**src/rtl/avalon_st_pkt_arbiter.sv**
```systemverilog
// Packet-granular round-robin arbiter sharing one Avalon-ST sink between two sources.
// The grant is locked from the first accepted beat until that source's Eop beat is accepted.
module avalon_st_pkt_arbiter #(
   parameter int unsigned DATA_WIDTH  = 32,
   parameter int unsigned ERROR_WIDTH = 1,
   parameter int unsigned CNT_WIDTH   = 16
) (
   input  logic                   Clk_CI,
   input  logic                   Rst_RBI,

   input  logic                   In0Valid_SI,
   input  logic                   In0Sop_SI,
   input  logic                   In0Eop_SI,
   input  logic [1:0]             In0Empty_SI,
   input  logic [ERROR_WIDTH-1:0] In0Error_SI,
   input  logic [DATA_WIDTH-1:0]  In0Data_DI,
   output logic                   In0Ready_SO,

   input  logic                   In1Valid_SI,
   input  logic                   In1Sop_SI,
   input  logic                   In1Eop_SI,
   input  logic [1:0]             In1Empty_SI,
   input  logic [ERROR_WIDTH-1:0] In1Error_SI,
   input  logic [DATA_WIDTH-1:0]  In1Data_DI,
   output logic                   In1Ready_SO,

   output logic                   OutValid_SO,
   output logic                   OutSop_SO,
   output logic                   OutEop_SO,
   output logic [1:0]             OutEmpty_SO,
   output logic [ERROR_WIDTH-1:0] OutError_SO,
   output logic [DATA_WIDTH-1:0]  OutData_DO,
   input  logic                   OutReady_SI,

   output logic [1:0]             Grant_SO,
   output logic [CNT_WIDTH-1:0]   PktCnt0_DO,
   output logic [CNT_WIDTH-1:0]   PktCnt1_DO
);

   typedef enum logic [1:0] {
      StIdle  = 2'd0,
      StBusy0 = 2'd1,
      StBusy1 = 2'd2
   } state_e;

   state_e                 state_q, state_d;
   logic                   last_grant_q, last_grant_d;  // 0: source 0 was last, 1: source 1
   logic [1:0]             grant_q, grant_d;
   logic [CNT_WIDTH-1:0]   cnt0_q, cnt0_d;
   logic [CNT_WIDTH-1:0]   cnt1_q, cnt1_d;

   logic                   eop_acc0, eop_acc1;

   assign eop_acc0 = (state_q == StBusy0) & In0Valid_SI & OutReady_SI & In0Eop_SI;
   assign eop_acc1 = (state_q == StBusy1) & In1Valid_SI & OutReady_SI & In1Eop_SI;

   // Next-state: arbitration in idle, release on accepted Eop.
   always_comb begin
      state_d      = state_q;
      last_grant_d = last_grant_q;
      cnt0_d       = cnt0_q;
      cnt1_d       = cnt1_q;
      grant_d      = 2'b00;

      case (state_q)
         StIdle: begin
            if (In0Valid_SI && (!In1Valid_SI || last_grant_q)) begin
               state_d      = StBusy0;
               last_grant_d = 1'b0;
            end else if (In1Valid_SI) begin
               state_d      = StBusy1;
               last_grant_d = 1'b1;
            end
         end
         StBusy0: begin
            if (eop_acc0) begin
               state_d = StIdle;
               cnt0_d  = cnt0_q + 1'b1;
            end
         end
         StBusy1: begin
            if (eop_acc1) begin
               state_d = StIdle;
               cnt1_d  = cnt1_q + 1'b1;
            end
         end
         default: state_d = StIdle;
      endcase

      case (state_d)
         StBusy0: grant_d = 2'b01;
         StBusy1: grant_d = 2'b10;
         default: grant_d = 2'b00;
      endcase
   end

   always_ff @(posedge Clk_CI or negedge Rst_RBI) begin
      if (!Rst_RBI) begin
         state_q      <= StIdle;
         last_grant_q <= 1'b1;
         grant_q      <= 2'b00;
         cnt0_q       <= '0;
         cnt1_q       <= '0;
      end else begin
         state_q      <= state_d;
         last_grant_q <= last_grant_d;
         grant_q      <= grant_d;
         cnt0_q       <= cnt0_d;
         cnt1_q       <= cnt1_d;
      end
   end

   // Zero-latency data path: the granted source is mirrored straight to the sink.
   always_comb begin
      In0Ready_SO = 1'b0;
      In1Ready_SO = 1'b0;
      OutValid_SO = 1'b0;
      OutSop_SO   = 1'b0;
      OutEop_SO   = 1'b0;
      OutEmpty_SO = 2'b00;
      OutError_SO = '0;
      OutData_DO  = '0;

      case (state_q)
         StBusy0: begin
            In0Ready_SO = OutReady_SI;
            OutValid_SO = In0Valid_SI;
            OutSop_SO   = In0Sop_SI;
            OutEop_SO   = In0Eop_SI;
            OutEmpty_SO = In0Empty_SI;
            OutError_SO = In0Error_SI;
            OutData_DO  = In0Data_DI;
         end
         StBusy1: begin
            In1Ready_SO = OutReady_SI;
            OutValid_SO = In1Valid_SI;
            OutSop_SO   = In1Sop_SI;
            OutEop_SO   = In1Eop_SI;
            OutEmpty_SO = In1Empty_SI;
            OutError_SO = In1Error_SI;
            OutData_DO  = In1Data_DI;
         end
         default: ;
      endcase
   end

   assign Grant_SO   = grant_q;
   assign PktCnt0_DO = cnt0_q;
   assign PktCnt1_DO = cnt1_q;

endmodule

```
**config.mk**
```make
export PLATFORM = sky130hd
export DESIGN_NAME = avalon_st_pkt_arbiter
export DESIGN_NICKNAME = d
export VERILOG_FILES = /design/src/rtl/avalon_st_pkt_arbiter.sv
export SDC_FILE = /design/constraint.sdc
export NUM_CORES = 1
export LEC_CHECK = 0
export CAP_MARGIN = 10
export CORE_MARGIN = 2
export CORE_UTILIZATION = 36
export CTS_CLUSTER_DIAMETER = 150
export DETAILED_ROUTE_END_ITERATION = 6
export MAX_ROUTING_LAYER = met4
export PLACE_DENSITY = 0.81
export SYNTH_ARGS = -nofsm -noshare
export SYNTH_HDL_FRONTEND = slang
export SYNTH_SLANG_ARGS = --single-unit
```
**constraint.sdc**
```tcl
create_clock -name Clk_CI -period 2.22 [get_ports Clk_CI]
set_input_delay 0.333 -clock Clk_CI [delete_from_list [all_inputs] [get_ports Clk_CI]]
set_output_delay 0.333 -clock Clk_CI [all_outputs]
set_load 0.1 [all_outputs]
```
==> run metrics, run 1 <==
gr ovfl total=0; post-synthesis cell count=~240; MaxCap Viol Count=0; postcts setup bufs=0; 1st-iter DRT viols=65; pin count of the biggest net entering global routing=39; first-pass GRT wire length=11800 µm; IR drop worst, VDD=about 0.0010 V; multi-input logic area=around 0.0015 mm²; Commonest cells post-synth=38 x a22oi_1, 38 x nor2b_1, 36 x dfrtp_1; Worst path depth=6; Worst path max stage delay=0.44 ns; Post-DP HPWL=roughly 6200 µm; Max Clock Freq=466 MHz; CP required=about 1.9 ns; switching power share of the total=0.550; CTS Hold Bufs=0; I/O Pins=153; vias per std cell=5.18; total CTS buffers=5; CTS Buffer Depth=2; Power Density=roughly 1500 mW/mm²; largest cells by area after synthesis=dfrtp_1 39%, a22oi_1 12%, nor2b_1 10%; startpoint types=flop; Final setup viols=0; worst reg2reg startpoint=state_q[0]; worst setup path class=reg2out; Filler Cells Inserted=about 480; Tmin final=2.14 ns; die width=~84 µm; vias=between 2000 and 2500; final hold viol count=0; R2R cell count=7; Arr. time, crit path=approximately 1.8 ns; synthesized area per cell=between 9 and 10 µm²; Die Y=between 80 and 90 µm; syn_nets=321; vias in the first global route=around 2500; Final Non-Filler Cells=about 460; internal power=2.99 mW; Yosys top cell area share=0.389; crit share post-route=0.966; post-CTS sizing=2; critical path's slowest cell=dfrtp_1; Reg power frac=0.130; #FFs+latches synth=37; I/O Buffers=between 150 and 200; routed wire length=between 7000 and 8000 µm; status=complete, no violations; post-synthesis cell area=approximately 0.0023 mm²; crit-path cells=inv_1, ha_2, buf_12, a22oi_1, nor2b_2, buf_12; Sum Neg Setup Slack=0 ns; critical path's most frequent cell=buf_12; Clock transition at path regs=approximately 0.08 ns; Core Area=0.00628 mm²; initial antenna violation count=0; layout net count=about 470; r2r setup slk=0.25 ns; share of flip-flops with an asynchronous set or reset=1.00; Seq/Total Area, Yosys=0.400; Syn-to-layout area delta=96.5%; Clk network pwr share=0.069; total power draw=about 6.7 mW; crit end category=primary output; GRT Total Usage=0.212; Leak=between 1.5 and 2 nW; Root Driver=clkbuf_8; Max Fanout on Critical Path=28; clock tree from TritonCTS=done; Comb pwr share=0.801; layout cells sized above 1=0.369; DR pass1 iterations=4; DP Worst Slack=between 0.1 and 0.15 ns; Final WS setup=0.0752 ns; floorplan row count=29; CTS sink count=37; number of antenna diodes=0; die area=0.00709 mm²; Post-DRT Antenna Nets=0; clock skew=about 0.0061 ns; worst skew pair latency=0.28 ns; RSZ-0062 raised after global routing=true; Yosys Warn Count=0; Sw Pwr=3.66 mW; Final Max Slew Viols=0; Starting Density=0.369; Max-slew headroom=0.457; Placed Instances=about 450; Buf+Inv Stages, Crit Path=3; Yosys cell types=33; final routed DRC violation total=0; wire per inst=around 16 µm; ys flop type=dfrtp_1; Worst-Margin Slew=between 0.8 and 0.9 ns; Critical path origin=state_q[1]; htree depth=2; CP top delay family=buffers and inverters; cell taking the most area after synthesis=dfrtp_1; Seq. cell area=around 930 µm²; Hold Path Class=in2async; Post-synth EDFFs=0; Routability Congestion=between 0.8 and 0.9
## per-stage QoR
step	area, µm²	hold slack, ns	util
2_1_floorplan	2530	0.0374	-
6_report	4550	0.133	0.726
5_1_grt	4550	0.206	0.726
3_3_place_gp	4450	0.455	0.709
3_5_place_dp	4450	0.467	0.709
4_1_cts	4550	0.159	0.724
## layout by cell type, fill, tap and decap left out, types with 7 or more instances in the layout
cell type,synthesis,layout
xnor2_1,25,25
nor2b_2,0,16
a22oi_1,38,36
nor2_1,7,7
dfrtp_1,36,35
buf_4,0,36
clkdlybuf4s50_1,0,77
nand2_1,12,12
buf_12,0,42
nand4_1,8,8
nand3_1,12,12
nor2b_4,0,22
## registers in the layout (all words and copies together) (netlist names)
name,count
PktCnt1_DO,16
last_grant_q,1
PktCnt0_DO,16
state_q,2
Grant_SO,2
## final timing paths
| check | to |
|---|---|
| hold / removal | PktCnt0_DO[14] |
| setup / recovery | OutData_DO[29] |
| max in group asynchronous | state_q[0] |
| min in group Clk_CI | PktCnt1_DO[15] |
| setup reg to reg | PktCnt1_DO[6] |
| hold reg to reg | PktCnt1_DO[15] |
## kinds of logic (layout without fill, tap and decap cells)
kind of cell,after synthesis,count (layout),share of synthesized area
AO/OA/AOI/OAI,45,45,0.160
multiplexers,1,1,0.00486
adder cells (fa/ha/maj),6,6,0.0324
buffers and inverters,21,170,0.0362
AND/OR/NAND/NOR,96,96,0.253
flip-flops,37,37,0.400
XOR/XNOR,30,30,0.113
## worst register-to-register path, cell delays in order (launching register included)
cell,delay (ns)
dfrtp_2,0.46
inv_1,0.10
ha_1,0.19
buf_4,0.22
and4_1,0.25
and3_1,0.30
nand4_1,0.15
xnor2_1,0.22
## cell type report
| class | instances | area share |
|---|---|---|
| multi-input combinational | 178 | 0.335 |
| clock inverter | 3 | 0.00385 |
| tap | 77 | 0.0212 |
| sequential | 37 | 0.204 |
| clock buffer | 5 | 0.0151 |
| timing repair buffer | 157 | 0.417 |
| inverter | 5 | 0.00412 |
## layer usage
metal  wire length, µm  track usage  up-vias  share of wire
li1                  -            -     1131              -
met1              2850        0.239     1157           0.39
met2              4010        0.388       97           0.54
met3               440       0.0383        7          0.060
met4                89       0.0499        0          0.012
met5                 0            -        -              0
## power by group through the flow
stage               Sequential [mW]  Clock, mW  Combinational [mW]
floorplan                      1.29          0                3.21
global placement              0.879          0                5.29
detailed placement            0.879          0                5.33
CTS                           0.867      0.472                5.35
global route                  0.883      0.494                5.50
finish                        0.867      0.456                5.33
No activity file was read; power rests on OpenSTA's default activity.
==> run 2: changes to the inputs <==
==> constraint.sdc (replaced) <==
create_clock -name Clk_CI -period 2.22 [get_ports Clk_CI]
set_input_delay 0.333 -clock Clk_CI [delete_from_list [all_inputs] [get_ports Clk_CI]]
set_output_delay 0.333 -clock Clk_CI [all_outputs]
set_load 0.005 [all_outputs]
==> run 2 against run 1 <==
Compared with the run above:
- the run now ends with negative setup slack left
- critical path depth is the same
- non-clock buffer count grew 11
- sequential cell count is the same
- routed wire length grew 5.3%
- clock-buffer cell count is the same
- power shrank 43%
- sequential power shrank 1%
- clock skew shrank 0.0040 ns
- setup slack lost 0.093 ns
- first-iteration DRC count grew 55%
- largest cell class unchanged
==> run metrics, run 2 (same netlist as run 1, synthesis figures left out) <==
fin util=0.691 (-0.0343); Starting Density=0.369 (unchanged); 1st-iter DRT viols=101 (+55%); final hold slack=0.144 ns (+0.0116 ns); Final setup viols=1 (+1); most common cell after layout, fill and taps aside=clkdlybuf4s50_1; DR pass1 iterations=4 (unchanged); layout cells sized above 1=0.124 (-0.244); Buf+Inv Stages, Crit Path=3 (unchanged); layout net count=480 (+2.3%); final hold viol count=0 (unchanged); Hold Path Class=in2async; Worst-Margin Slew=0.815 ns (+0.000187 ns); Clock transition at path regs=0.07 ns (about the same); floorplan row count=29 (unchanged); Leak=2.19 nW (+14%); worst setup path class=reg2out; CTS Buffer Depth=2 (unchanged); total CTS buffers=5 (unchanged); htree depth=2 (unchanged); commonest cells after routing, fill and taps aside=112 x clkdlybuf4s50_1, 37 x nor2b_1, 36 x dfrtp_1; critical path's slowest cell=clkdlybuf4s50_1; violated checks=negative setup slack; RSZ-0062 raised after global routing=true; Max Fanout on Critical Path=21 (-25%); gr ovfl total=0 (unchanged); Tmin final=2.24 ns (+0.0928 ns); clock tree from TritonCTS=done; Post-DRT Antenna Nets=0 (unchanged); crit-path cells=inv_2, ha_4, buf_16, a22oi_1, nor2b_1, clkdlybuf4s50_1; first-pass GRT wire length=11600 µm (-2.0%); Syn-to-layout area delta=87.3%; CP top delay family=buffers and inverters; wire per inst=16.5 µm (+3.3%); worst skew pair latency=0.28 ns (about the same); IR drop worst, VDD=0.000741 V (-29%); MaxCap Viol Count=0 (unchanged); vias per std cell=5.19 (+0.30%); CTS Hold Bufs=0 (unchanged); vias=2446 (+2.3%); Root Driver=clkbuf_8; routed wire length=7780 µm (+5.3%); Power Density=873 mW/mm² (-40%); Max-slew headroom=0.457 (about the same); Final WS setup=-0.0176 ns (-0.0928 ns); startpoint types=flop; clock skew=0.00213 ns (-0.00398 ns); I/O Pins=153 (unchanged); CP required=1.89 ns (about the same); crit end category=primary output; status=finished, violations left; pin count of the biggest net entering global routing=39 (unchanged); Post-DP HPWL=5550 µm (-9.7%); Worst path max stage delay=0.51 ns (+0.07 ns); CTS sink count=37 (unchanged); vias in the first global route=2484 (-1.9%); Core Area=0.00628 mm² (unchanged); Max Clock Freq=447 MHz (-4.1%); die area=0.00709 mm² (unchanged); I/O Buffers=152 (unchanged); Final Max Slew Viols=0 (unchanged); number of antenna diodes=0 (unchanged); final routed DRC violation total=0 (unchanged); Die Y=84.2 µm (unchanged); crit share post-route=1.01 (+0.0418); die width=84.2 µm (unchanged); initial antenna violation count=0 (unchanged); Routability Congestion=0.775 (-3.9%); GRT Total Usage=0.207 (-0.00477); Arr. time, crit path=1.90 ns (+0.09 ns)
==> run 2: path summary, 6_finish.rpt <==
kind	start	to	slack [ns]	cells after the start
max	state_q[0]	OutData_DO[1]	-0.02	6
min	Rst_RBI	PktCnt0_DO[3]	0.14	1
max in group asynchronous	Rst_RBI	PktCnt1_DO[0]	1.57	1
min in group Clk_CI	PktCnt0_DO[15]	PktCnt0_DO[15]	0.48	1
max reg2reg	state_q[1]	PktCnt0_DO[9]	0.29	7
min reg2reg	PktCnt0_DO[15]	PktCnt0_DO[15]	0.48	1
==> run 2: where the power goes <==
part	leakage (nW)	internal, mW	switching, mW
Clock	0.0399	0.206	0.216
Combinational	1.65	1.49	1.02
Sequential	0.498	0.767	0.0869
==> run 2: stage by stage <==
stage	power, mW	cell area, µm²	worst slack, ns	TNS, ns	instances
2_1_floorplan	1.89	2320	0.276	0	236
3_3_place_gp	2.92	3940	0.176	0	454
3_5_place_dp	2.94	3940	0.118	0	454
4_1_cts	3.53	4100	-0.0740	-1.44	464
5_1_grt	4.00	4340	-0.0639	-0.0809	471
6_report	3.79	4340	-0.0176	-0.0176	471
==> run 2: metal layers <==
| metal | GRT usage | share of wire | up-vias |
|---|---|---|---|
| met5 | - | 0 | - |
| met4 | 0.0674 | 0.020 | 0 |
| met3 | 0.0413 | 0.070 | 13 |
| met2 | 0.372 | 0.53 | 102 |
| met1 | 0.229 | 0.38 | 1174 |
| li1 | - | - | 1157 |
==> run 2: what timing repair did <==
item | CTS | global route
gates cloned | 2 | 3
gates resized for setup | 20 | 41
pin swaps | 0 | 1
setup buffers | 2 | 4
endpoints found under the setup margin | 39 | 28
hold endpoints to repair | 0 | 0
==> run 2: final cells by class <==
type / instances / area [µm²]
Clock buffer: 5 / 68.8
Fill cell: 440 / 1940
Clock inverter: 1 / 5.00
Sequential cell: 37 / 927
Inverter: 5 / 18.8
Timing Repair Buffer: 168 / 1830
Tap cell: 77 / 96.3
Multi-Input combinational cell: 178 / 1400
==> run 3: changes to the inputs <==
--- a/config.mk
+++ b/config.mk
@@ -8,10 +8,10 @@
 export CAP_MARGIN = 10
 export CORE_MARGIN = 2
 export CORE_UTILIZATION = 36
-export CTS_CLUSTER_DIAMETER = 150
+export CTS_CLUSTER_DIAMETER = 50
 export DETAILED_ROUTE_END_ITERATION = 6
 export MAX_ROUTING_LAYER = met4
-export PLACE_DENSITY = 0.81
+export PLACE_DENSITY = 0.8
 export SYNTH_ARGS = -nofsm -noshare
 export SYNTH_HDL_FRONTEND = slang
 export SYNTH_SLANG_ARGS = --single-unit
==> run 3 against run 2 <==
Compared with the run above:
- the run still ends with negative setup slack left
- global-route usage grew 1.2 points
- core utilization is 0.52 points higher
- setup slack lost 0.0022 ns
- largest cell class unchanged
- sequential share of layout area decreased by 0.10 points
- fmax about the same
- clock power rose by 39%
- sequential cell count is the same
- critical endpoint is now OutData_DO[12]
- worst hold slack worse by 0.0022 ns
==> run metrics, run 3 (same netlist as run 1, synthesis figures left out) <==
startpoint types=flop; r2r setup slk=0.32 ns (+0.03 ns); Placed Instances=454 (unchanged); Post-DP HPWL=5590 µm (+0.58%); final hold viol count=0 (unchanged); IR drop worst, VDD=0.000621 V (-16%); Syn-to-layout area delta=88.7%; Root Driver=clkbuf_8; Die Y=84.2 µm (unchanged); Max Clock Freq=446 MHz (about the same); Final Non-Filler Cells=473 (+0.42%); I/O Buffers=152 (unchanged); total CTS buffers=5 (unchanged); 1st-iter DRT viols=78 (-23%); violated checks=negative setup slack; worst setup path class=reg2out; vias per std cell=5.20 (+0.11%); Routability Congestion=0.835 (+7.8%); Filler Cells Inserted=466 (+5.9%); Arr. time, crit path=1.91 ns (about the same); RSZ-0062 raised after global routing=true; commonest cells after routing, fill and taps aside=113 x clkdlybuf4s50_1, 34 x dfrtp_1, 34 x nor2b_1; met1 Use GR=0.231 (+0.00208); Tmin final=2.24 ns (+0.00218 ns); Worst-Margin Slew=0.811 ns (-0.00437 ns); Hold Path Class=in2async; status=finished, violations left; routed wire length=7840 µm (+0.85%); grt peak-use layer=met2; met3 Usage GRT=0.0442 (+0.00295); R2R cell count=7 (unchanged); vias=2459 (+0.53%); htree depth=2 (unchanged); crit end category=primary output; met2 GRT Util=0.405 (+0.0332); Max-slew headroom=0.460 (+0.00291); R2R Path End=PktCnt0_DO[9]; Sum Neg Setup Slack=-0.0198 ns (-0.00218 ns); gr ovfl total=0 (unchanged); DR pass1 iterations=4 (unchanged); clock tree from TritonCTS=done; Placed Instance Area=0.00394 mm² (unchanged); clock skew=0.00360 ns (+0.00147 ns); initial antenna violation count=0 (unchanged); Leak=1.91 nW (-13%); floorplan row count=29 (unchanged); I/O Pins=153 (unchanged); layout net count=480 (unchanged); Clock transition at path regs=0.07 ns (about the same); final instance area=0.00437 mm² (+0.75%); Final WS setup=-0.0198 ns (-0.00218 ns); worst reg2reg startpoint=state_q[1]; worst skew pair latency=0.28 ns (about the same); GRT Total Usage=0.219 (+0.0117); MaxCap Viol Count=0 (unchanged); Core Area=0.00628 mm² (unchanged); Post-DRT Antenna Nets=0 (unchanged); Max Fanout on Critical Path=10 (-52%); pin count of the biggest net entering global routing=38 (-2.6%); Critical path origin=state_q[0]; Power Density=923 mW/mm² (+5.8%); first-pass GRT wire length=12100 µm (+4.0%); final routed DRC violation total=0 (unchanged); Final setup viols=1 (unchanged); Final Max Slew Viols=0 (unchanged); layout cells sized above 1=0.157 (+0.0322); CTS sink count=37 (unchanged); Starting Density=0.369 (unchanged); CTS Buffer Depth=2 (unchanged); vias in the first global route=2539 (+2.2%); crit share post-route=1.01 (about the same); die width=84.2 µm (unchanged); most common cell after layout, fill and taps aside=clkdlybuf4s50_1; number of antenna diodes=0 (unchanged); die area=0.00709 mm² (unchanged); wire per inst=16.6 µm (+0.42%); CP required=1.89 ns (about the same)
run 3: cell count changes in the layout (fill, tap and decap cells not counted), moves of 4 or more:
cell / previous run / this run
dlygate4sd2_1: 11 / 29
a22oi_2: 10 / 17
dlymetal6s2s_1: 28 / 5
clkdlybuf4s15_1: 0 / 4
a22oi_1: 28 / 21
run 3: per-layer routing:
layer / share of wire / wire (µm)
met1: 0.38 / 2950
met2: 0.55 / 4310
met3: 0.053 / 416
met4: 0.021 / 168
met5: 0 / 0
run 3: what timing repair did:
item                       CTS  global route
gates cloned                 3             2
setup endpoints to repair   40            12
hold buffers                 0             0
hold endpoints to repair     0             0
buffers inserted             3             3
pin swaps                    0             4
resized for setup           50            28
run 3: per-stage QoR:
step                      hold WS, ns  total power, mW   util  worst slack (ns)
after CTS                       0.165             3.82  0.668           -0.0614
after global routing            0.212             4.27  0.696           -0.0661
after global placement          0.461             2.93  0.628            0.0702
after floorplan                0.0374             1.89      -             0.276
after detailed placement        0.470             2.95  0.628            0.0303
final                           0.142             4.04  0.696           -0.0198
run 3: area by class of cell:
cell class                      instances  area [µm²]  share of cell area
Clock inverter                          1        30.0             0.00687
Clock buffer                            7        86.3              0.0197
Timing Repair Buffer                  168        1770               0.404
Multi-Input combinational cell        178        1440               0.329
Tap cell                               77        96.3              0.0220
Sequential cell                        37         930               0.213
Inverter                                5        23.8             0.00544
run 3: critical path: stages, from the launching register on:
cell and delay [ns]:
dfrtp_2 0.44, buf_4 0.15, ha_4 0.19, buf_4 0.14, clkbuf_16 0.15, a22oi_1 0.18, nor2b_1 0.10, dlygate4sd2_1 0.27
run 3: worst max-delay path by stage:
stage,end
floorplan,OutData_DO[13]
global placement,OutData_DO[15]
detailed placement,OutData_DO[15]
CTS,OutData_DO[15]
global route,OutData_DO[12]
finish,OutData_DO[12]
run 3: report_power, final:
group          internal, mW  switching, mW
logic                  1.55           1.03
clock network         0.366          0.221
registers             0.770         0.0971
total                  2.69           1.35
==> edit, RTL diff (settings of run 3) <==
The 3 states of `state_e` get a one-hot encoding in 3 bits.
--- a/src/rtl/avalon_st_pkt_arbiter.sv
+++ b/src/rtl/avalon_st_pkt_arbiter.sv
@@ -37,10 +37,10 @@
    output logic [CNT_WIDTH-1:0]   PktCnt1_DO
 );
 
-   typedef enum logic [1:0] {
-      StIdle  = 2'd0,
-      StBusy0 = 2'd1,
-      StBusy1 = 2'd2
+   typedef enum logic [2:0] {
+      StIdle  = 3'b001,
+      StBusy0 = 3'b010,
+      StBusy1 = 3'b100
    } state_e;
 
    state_e                 state_q, state_d;
Function: same outputs for any inputs over 10 cycles, from zero or initial values and one cycle with Rst_RBI low; not proved beyond that.
==> edit against run 3 <==
Sequential share of layout area increased by 2.5 points. Wire length down 5.4%. Utilization grew 2.4 points. Synthesized cell count is 17% lower. Final cell count fell by 7.4%. Area after synthesis fell by 9.4%. Worst setup slack improved by 0.025 ns. Hold slack lost 0.0013 ns. Fmax rose by 1.1%. Final area fell by 8.1%. Count of clock-buffer cells in the layout shrank 2. Sequential cell count increased by 1. Critical endpoint is now OutData_DO[31].
Power is not compared: it rests on default switching activity, and its combinational part moved more than twofold at a synthesized area within 25%.
==> edit: results (changes against run 3) <==
Vias in the first global route = 2350 (-7.4%)
Maxcap violations = 0 (unchanged)
Register area share after synthesis = 45.4% (+5.4 points)
Drt total wl = 7.42 mm (-5.4%)
Nets = 446 (-7.1%)
H-Tree Depth = 2 (unchanged)
Worst-path clk slew = 0.08 ns
Initial DRC Count = 72 (-7.7%)
RR Endpoint = PktCnt1_DO[15]
Post-synth ARST share = 100% (unchanged)
Post-DP Area = 0.00376 mm^2 (-4.6%)
Via count = 2302 (-6.4%)
Final setup fails = 0 (-1)
Setup WS pre-CTS = 0.0846 ns (+0.0543 ns)
Top cells by area, synth = dfrtp_1 (43%), a22o_1 (16%), xnor2_1 (8.3%), xor2_1 (4.2%), nand4_1 (2.7%)
Worst r2r path cells = 5 (-2)
Worst Path Max Fanout = 20 (+10)
Distinct cells, synth = 38 (+15%)
Commonest cells post-synth = a22o_1 (38), dfrtp_1 (36), xnor2_1 (20)
Outcome = completed
CP arrival = 1.88 ns (-0.03 ns)
PnR Total Power = 2750 uW
Gr ovfl total = 0 (unchanged)
First-pass GRT wire length = 11.4 mm (-5.8%)
Post-Syn Nets = 277 (-14%)
Slew headroom = 43.4% (-2.6 points)
CP Launch Point = state_q[0]
Setup TNS = 0 ns (+0.0198 ns)
P_sw = 835 uW
Crit path to = OutData_DO[31]
Routability cong. = 0.814 (-2.5%)
DP HPWL = 5.62 mm (+0.61%)
All-Layer GR Usage = 23.9% (+2.0 points)
Fraction of layout cells with a size suffix above 1 = 11.5% (-4.2 points)
Setup slack, reg-to-reg = 0.34 ns (+0.02 ns)
Clk_skew = 0.00639 ns (+0.00279 ns)
Skew-Pair Late Insertion Delay = 0.30 ns (+0.02 ns)
Antenna fix cells = 0 (unchanged)
Largest net degree at the start of global routing = 39 (+2.6%)
Fmax = 452 MHz (+1.1%)
[edit: worst min path at each step]
stage,start,endpoint,cells past startpoint
finish,Rst_RBI,Grant_SO[0],1
global route,Rst_RBI,Grant_SO[0],1
CTS,Rst_RBI,PktCnt0_DO[15],1
detailed placement,PktCnt0_DO[15],PktCnt0_DO[15],1
global placement,PktCnt0_DO[15],PktCnt0_DO[15],1
floorplan,Rst_RBI,Grant_SO[0],0
[edit: repair_timing]
item                                   CTS  global route
endpoints found under the hold margin    0             0
resized for setup                       43            34
pin swaps                                1             2
gates cloned                             2             1
buffers inserted                         5             3
setup endpoints to repair               40             3
[edit: layer usage]
metal	wire length (um)	vias up	part of all wire, %	track usage [%]
met4	173	0	2.3	8.81
met1	2770	1099	37	26.5
met5	0	-	0	-
met3	516	14	7.0	6.07
li1	-	1077	-	-
met2	3960	112	53	41.4
[edit: critical path, stage by stage, from the launching register on]
cell and delay, ns:
dfstp_2 0.56, buf_6 0.13, nor3b_4 0.04, buf_6 0.12, buf_4 0.14, buf_16 0.15, a22o_1 0.18, dlygate4sd2_1 0.26
[edit: area by class of cell]
type / instances / area (um^2)
clock inverters: 3 / 40.0
clock buffers: 5 / 68.8
repair buffers: 171 / 1740
inverters: 1 / 3.75
fillers: 438 / 1560
well taps: 72 / 90.1
flip-flops and latches: 38 / 955
multi-input cells: 148 / 1120
[edit: cell families after synthesis]
kind of cell	share of synthesized area, %
adders and majority gates	1.19
buffers and inverters	1.97
AOI/OAI and AO/OA	17.8
and+or+nand+nor	20.0
xor gates and xnor gates	12.5
DFF	45.4
muxes	1.07
[edit: metrics by stage]
stage | cells | hold WS [ns]
global route | 438 | 0.220
global placement | 419 | 0.461
detailed placement | 419 | 0.464
floorplan | 196 | 0.0374
CTS | 434 | 0.159
finish | 438 | 0.141
